File: config.mk
export PLATFORM = sky130hd
export DESIGN_NAME = task2_11
export DESIGN_NICKNAME = d
export VERILOG_FILES = /design/src/rtl/task2_11_pkg.sv /design/src/rtl/task2_11_seq_fsm.sv /design/src/rtl/task2_11.sv
export SDC_FILE = /design/constraint.sdc
export NUM_CORES = 1
export LEC_CHECK = 0
export ABC_AREA = 1
export BUFFER_PORTS_ARGS = -buffer_cell sky130_fd_sc_hd__buf_2
export CORE_AREA = 2 2 39 41
export DETAILED_ROUTE_END_ITERATION = 16
export DIE_AREA = 0 0 41 43
export PLACE_DENSITY_LB_ADDON = 0.25
export REMOVE_ABC_BUFFERS = 1
export SLEW_MARGIN = 40
export SYNTH_ARGS = -nofsm -noshare
export SYNTH_HDL_FRONTEND = slang
export SYNTH_HIERARCHICAL = 1
export SYNTH_SLANG_ARGS = --single-unit
File: constraint.sdc
create_clock -name clk -period 2.8 [get_ports clk]
set_clock_uncertainty 0.05 [all_clocks]
set_input_delay 0.56 -clock clk [delete_from_list [all_inputs] [get_ports clk]]
set_output_delay 0.56 -clock clk [all_outputs]
set_load 0.02 [all_outputs]
File: src/rtl/task2_11_pkg.sv
// Shared types and defaults for the task2_11 XOR/sequence-detector block.
package task2_11_pkg;

  localparam int CNT_W_DEFAULT = 8;

  typedef enum logic [1:0] {
    IDLE = 2'd0,
    S00  = 2'd1,
    S01  = 2'd2,
    S10  = 2'd3
  } seq_state_e;

endpackage

File: src/rtl/task2_11_seq_fsm.sv
// Detects the input pair sequence 00,01,10,11 (repeats allowed) and emits a
// registered one-cycle seq_done pulse after the edge that samples the final 11.
module task2_11_seq_fsm
  import task2_11_pkg::*;
(
  input  logic clk,
  input  logic rst,
  input  logic x,
  input  logic y,
  output logic seq_done
);

  seq_state_e state_q;
  logic       done_q;
  logic [1:0] pair;

  assign pair = {x, y};

  always_ff @(posedge clk) begin
    if (rst) begin
      state_q <= IDLE;
      done_q  <= 1'b0;
    end else begin
      done_q <= 1'b0;
      // 00 restarts the sequence from any state; it is the only way out of IDLE
      if (pair == 2'b00) begin
        state_q <= S00;
      end else begin
        case (state_q)
          S00:     state_q <= (pair == 2'b01) ? S01 : IDLE;
          S01: begin
            if (pair == 2'b10)      state_q <= S10;
            else if (pair == 2'b11) state_q <= IDLE;
          end
          S10: begin
            if (pair != 2'b10) state_q <= IDLE;
            if (pair == 2'b11) done_q  <= 1'b1;
          end
          default: state_q <= IDLE;
        endcase
      end
    end
  end

  assign seq_done = done_q;

endmodule

File: src/rtl/task2_11.sv
// Registered XOR of x/y, 00-01-10-11 sequence detector, and optional saturating
// mismatch counter enabled by macro TASK2_11_MISMATCH_CNT_EN (tied to 0 otherwise).
module task2_11
  import task2_11_pkg::*;
#(
  parameter int CNT_W = CNT_W_DEFAULT
) (
  input  logic             clk,
  input  logic             rst,
  input  logic             x,
  input  logic             y,
  output logic             z,
  output logic             seq_done,
  output logic [CNT_W-1:0] mismatch_cnt
);

  logic z_q;

  always_ff @(posedge clk) begin
    if (rst) z_q <= 1'b0;
    else     z_q <= x ^ y;
  end

  assign z = z_q;

  task2_11_seq_fsm u_seq_fsm (
    .clk      (clk),
    .rst      (rst),
    .x        (x),
    .y        (y),
    .seq_done (seq_done)
  );

`ifdef TASK2_11_MISMATCH_CNT_EN
  logic [CNT_W-1:0] cnt_q, cnt_d;

  // Saturate at all-ones rather than wrapping
  always_comb begin
    cnt_d = cnt_q;
    if ((x ^ y) && (cnt_q != {CNT_W{1'b1}})) cnt_d = cnt_q + 1'b1;
  end

  always_ff @(posedge clk) begin
    if (rst) cnt_q <= '0;
    else     cnt_q <= cnt_d;
  end

  assign mismatch_cnt = cnt_q;
`else
  assign mismatch_cnt = '0;
`endif

endmodule

==> flow_summary.toml, run 1 <==
[timing]
period_minus_slack_ns = 1.28
rsz0062_at_grt = "false"
setup_viol = 0
setup-tns-final_ns = 0
slew_viol_final = 0
max_freq_ghz = 0.782
hold_viol = 0
min_period_over_period_pct = 45.7

[power]
max-vdd-ir-drop_v = 0.000147
cellPowerDensity_nw_per_um2 = 439
power.leakage_nw = 0.189

[synthesis]
synthTopCellsByArea = "dfxtp_1 25%, buf_4 19%, ha_1 12%"
synth_cells = 48
synth-seq-area-share_pct = 25.5
synth-seq-cells = 4
yosys.area.top_type = "dfxtp_1"
synth_top_area_share_pct = 25.5
synth_area_um2 = 314
synth_cell_types = 15
syn_area_per_cell_um2 = 6.54
ys.warnings.count = 6

[worst_setup_path]
end_kind = "primary output"
crit_path_top_delay_cell = "dfxtp_1"
cp_num_buf_inv = 1
path_cells = "buf_2"
cp.arrival_ns = 0.67
path_class = "reg -> out"
startpoint_type = "flip-flop"
worstPathMaxFanout = 1
slowest_delay_ns = 0.29
r2r_slack_ns = 1.61
required_ns = 2.19
cpLargestDelayFamily = "flip-flops"

[placement]
portBuffers = 5
gp_congestion = 0.703
detailed_place_hpwl_um = 413
dpl_cell_area_um2 = 325

[run_status]
status = "completed"

[layout]
diodes = 0
syn_to_final_growth_pct = 10.8
final_area_um2 = 348
fin_nets = 64
drive_gt1_share_pct = 21.8

[global_routing]
grt_pass1_wl_um = 821
antenna_found_initial = 0
grt_pass1_vias = 238
grtUsageTotal_pct = 7.21
overflow = 0
grt_max_degree = 6

[floorplanning]
die_h_um = 43
core-area_um2 = 1380
die_area_um2 = 1760
start_util_pct = 22.7
ioPinCount = 14
die_x_um = 41
rows = 14

[detailed_routing]
postRouteAntennaNets = 0
num_vias = 266
drt_iter0_markers = 4
drt_wl_total_um = 469
avgViaCountPerCell = 3.75
drt_pre_antenna_iters = 2
wire_per_inst_um = 6.61
drcViolationCount = 0

[clock_network]
htreeDepth = 1
numCtsBuffers = 3
tritoncts = "built"
clock-sinks = 4
cts-resized-gates = 0
cts_setup_buffers = 0
clockRootBuffer = "clkbuf_4"
worstSkewPairLatency_ns = 0.23
cts.path.max_buffers = 2
clkSlewWorstSetupHoldPaths_ns = 0.04
ctsHoldBuffers = 0

[flow_run]
maxCapViolCount = 0

[hold_path]
hp-class = "reg -> reg"
final cells by class:
type                    instances  area [um^2]
clock buffers                   3         22.5
fillers                       163         1040
inverters                       8         30.0
multi-input cells              35          170
flip-flops and latches          4         80.1
well taps                      16         20.0
repair buffers                  5         25.0
state kept, by name, indices dropped and copies added (netlist names):
register / cells
z: 1
u_seq_fsm/seq_done: 1
u_seq_fsm/state_q: 2
per-layer routing:
| metal | vias to the layer above | track usage (%) | wire length, um |
|---|---|---|---|
| met4 | 0 | 4.00 | 0 |
| met5 | - | 0 | 0 |
| li1 | 144 | - | - |
| met2 | 12 | 11.3 | 212 |
| met1 | 110 | 6.71 | 206 |
| met3 | 0 | 4.71 | 50 |
cell usage in the layout (no fill, tap or decap), drive strengths merged, types with 2 or more instances in the layout:
cell type,n
inv,7
conb,8
nand2,9
nor2,7
ha,3
o21ai,2
nand3,4
clkbuf,3
buf,5
dfxtp,4
final timing paths:
path,start,to,depth (start not counted)
max reg2reg,u_seq_fsm/state_q[0],u_seq_fsm/state_q[1],7
max,u_seq_fsm/seq_done,seq_done,1
min reg2reg,u_seq_fsm/state_q[0],u_seq_fsm/state_q[0],4
min,u_seq_fsm/state_q[0],u_seq_fsm/state_q[0],4
synth_stat cells:
cell and n:
conb_1 1, nor2_1 7, o21ai_1 1, o21ai_0 1
clkinv_1 1, ha_1 3, a21oi_1 1, dfxtp_1 4
nand3_1 4, nor3_1 1, buf_4 8, inv_1 4
nand2_2 1, nand2_1 8, inv_2 3
power by group:
group	switching [mW]	internal [mW]
clock network	0.0212	0.0478
logic	0.0188	0.00534
registers	0.000730	0.0589
stage by stage:
stage / power (mW) / setup slack (ns) / instances / hold WS (ns) / utilization [%]
3_3_place_gp: 0.0851 / 1.47 / 68 / 0.534 / 23.5
5_1_grt: 0.167 / 1.46 / 71 / 0.554 / 25.1
6_report: 0.153 / 1.52 / 71 / 0.532 / 25.1
4_1_cts: 0.158 / 1.51 / 71 / 0.537 / 25.1
3_5_place_dp: 0.0848 / 1.47 / 68 / 0.528 / 23.5
2_1_floorplan: 0.0787 / 1.69 / 47 / 0.486 / -
worst min-delay path: stages (launching register included):
cell and delay [ns]:
dfxtp_1 0.32, inv_1 0.08, nand2_1 0.05, nand2_1 0.05, nor2_1 0.03
cell families after synthesis:
group,count (synthesis),synth area share (%)
compound gates,3,4.78
fa+ha+maj,3,12.0
buf+inv,16,28.7
flops,4,25.5
other cells,1,1.19
simple gates,21,27.9
Power figures use the tool's default switching activity.
==> run 2: changes to the inputs <==
clock period = 1.2 ns   (was 2.8 ns; I/O delays follow)
==> flow_summary.toml, run 2 (synthesis results as in run 1) <==
[run_status]
status = "completed"

[clock_network]
htreeDepth = 1
cts_setup_buffers = 0
cts.path.max_buffers = 2
tritoncts = "built"
numCtsBuffers = 3
worstSkewPairLatency_ns = 0.23
clockRootBuffer = "clkbuf_4"
clock-sinks = 4
clkSlewWorstSetupHoldPaths_ns = 0.04

[layout]
largest_reg_flops = 2
syn_to_final_growth_pct = 15.5
drive_gt1_share_pct = 29.1
largest_register = "u_seq_fsm/state_q"
diodes = 0
fin_nets = 64
mostFrequentLayoutCells = "8 x nand2_1, 8 x conb_1, 7 x nor2_1, 5 x buf_2"

[detailed_routing]
drt_iter0_markers = 2
drcViolationCount = 0
avgViaCountPerCell = 3.90
wire_per_inst_um = 8.06
postRouteAntennaNets = 0
drt_pre_antenna_iters = 4
num_vias = 277
drt_wl_total_um = 572

[worst_setup_path]
end_kind = "flip-flop"
startpoint_type = "flip-flop"
required_ns = 1.28
path_class = "reg -> reg"
worstPathMaxFanout = 3
cp.arrival_ns = 1.20

[timing]
holdWs_ns = 0.217
slew_viol_final = 0
setup-tns-final_ns = 0
period_minus_slack_ns = 1.12
fin_ws_ns = 0.0791
min_period_over_period_pct = 93.4
max_freq_ghz = 0.892
setup_viol = 0
hold_viol = 0

[placement]
portBuffers = 5
detailed_place_hpwl_um = 398
pre_cts_slack_ns = 0.0102
gp_congestion = 0.725

[global_routing]
antenna_found_initial = 0
grtUsageTotal_pct = 6.61
overflow = 0
grt_pass1_wl_um = 738
grt_pass1_vias = 206
grt_max_degree = 6

[floorplanning]
die_area_um2 = 1760
start_util_pct = 22.7
rows = 14
die_x_um = 41
ioPinCount = 14
die_h_um = 43
core-area_um2 = 1380

[power]
power.leakage_nw = 0.190
max-vdd-ir-drop_v = 0.000216
cellPowerDensity_nw_per_um2 = 1020

[flow_run]
maxCapViolCount = 0

[hold_path]
hp-class = "in -> reg"
run 2: cell types whose count changed in the layout (fill, tap and decap cells not counted):
cell / previous run / this run
dfxtp_1: 4 / 2
ha_4: 0 / 1
inv_1: 4 / 3
inv_2: 3 / 4
ha_1: 3 / 2
dfxtp_2: 0 / 2
run 2: stage by stage:
stage	total power [mW]	cell area, um^2	std cells	util, %
3_3_place_gp	0.199	325	68	23.5
5_1_grt	0.394	363	71	26.2
6_report	0.370	363	71	26.2
2_1_floorplan	0.184	280	47	-
3_5_place_dp	0.198	325	68	23.5
4_1_cts	0.376	348	71	25.1
run 2: path summary, 6_finish.rpt:
| check | startpoint | endpoint | slack, ns | depth (start not counted) |
|---|---|---|---|---|
| worst max-delay path | u_seq_fsm/state_q[1] | u_seq_fsm/state_q[0] | 0.08 | 6 |
| worst max register to register | u_seq_fsm/state_q[1] | u_seq_fsm/state_q[0] | 0.08 | 6 |
| worst min-delay path | rst | z | 0.22 | 4 |
| worst min register to register | u_seq_fsm/state_q[0] | u_seq_fsm/state_q[0] | 0.53 | 4 |
run 2: layout make-up:
type | instances | area, um^2
Tap cell | 16 | 20.0
Multi-Input combinational cell | 35 | 183
Timing Repair Buffer | 5 | 25.0
Sequential cell | 4 | 82.6
Fill cell | 145 | 1020
Inverter | 8 | 30.0
Clock buffer | 3 | 22.5
run 2: what timing repair did:
item | 4_1_cts | 5_1_grt
hold buffers | 0 | 0
endpoints found under the setup margin | 0 | 2
gates resized for setup | 0 | 5
run 2: power by group:
| group | switching (mW) | internal, mW |
|---|---|---|
| sequential | 0.00178 | 0.138 |
| clock | 0.0582 | 0.112 |
| combinational | 0.0464 | 0.0134 |
run 2: worst max-delay path: stages (launching register included):
cell	delay (ns)
dfxtp_2	0.36
ha_1	0.17
nand3_1	0.12
o21ai_1	0.13
nand2_1	0.08
nand2_1	0.06
nor2_1	0.04
run 2: layer usage:
metal  part of all wire, %  wire length [um]  GRT usage (%)  up-vias
met5                     0                 0              0        -
met4                     0                 0           8.00        0
met3                   7.5                43           1.57        0
met2                    52               298           9.38       14
met1                    40               230           6.71      117
li1                      -                 -              -      146
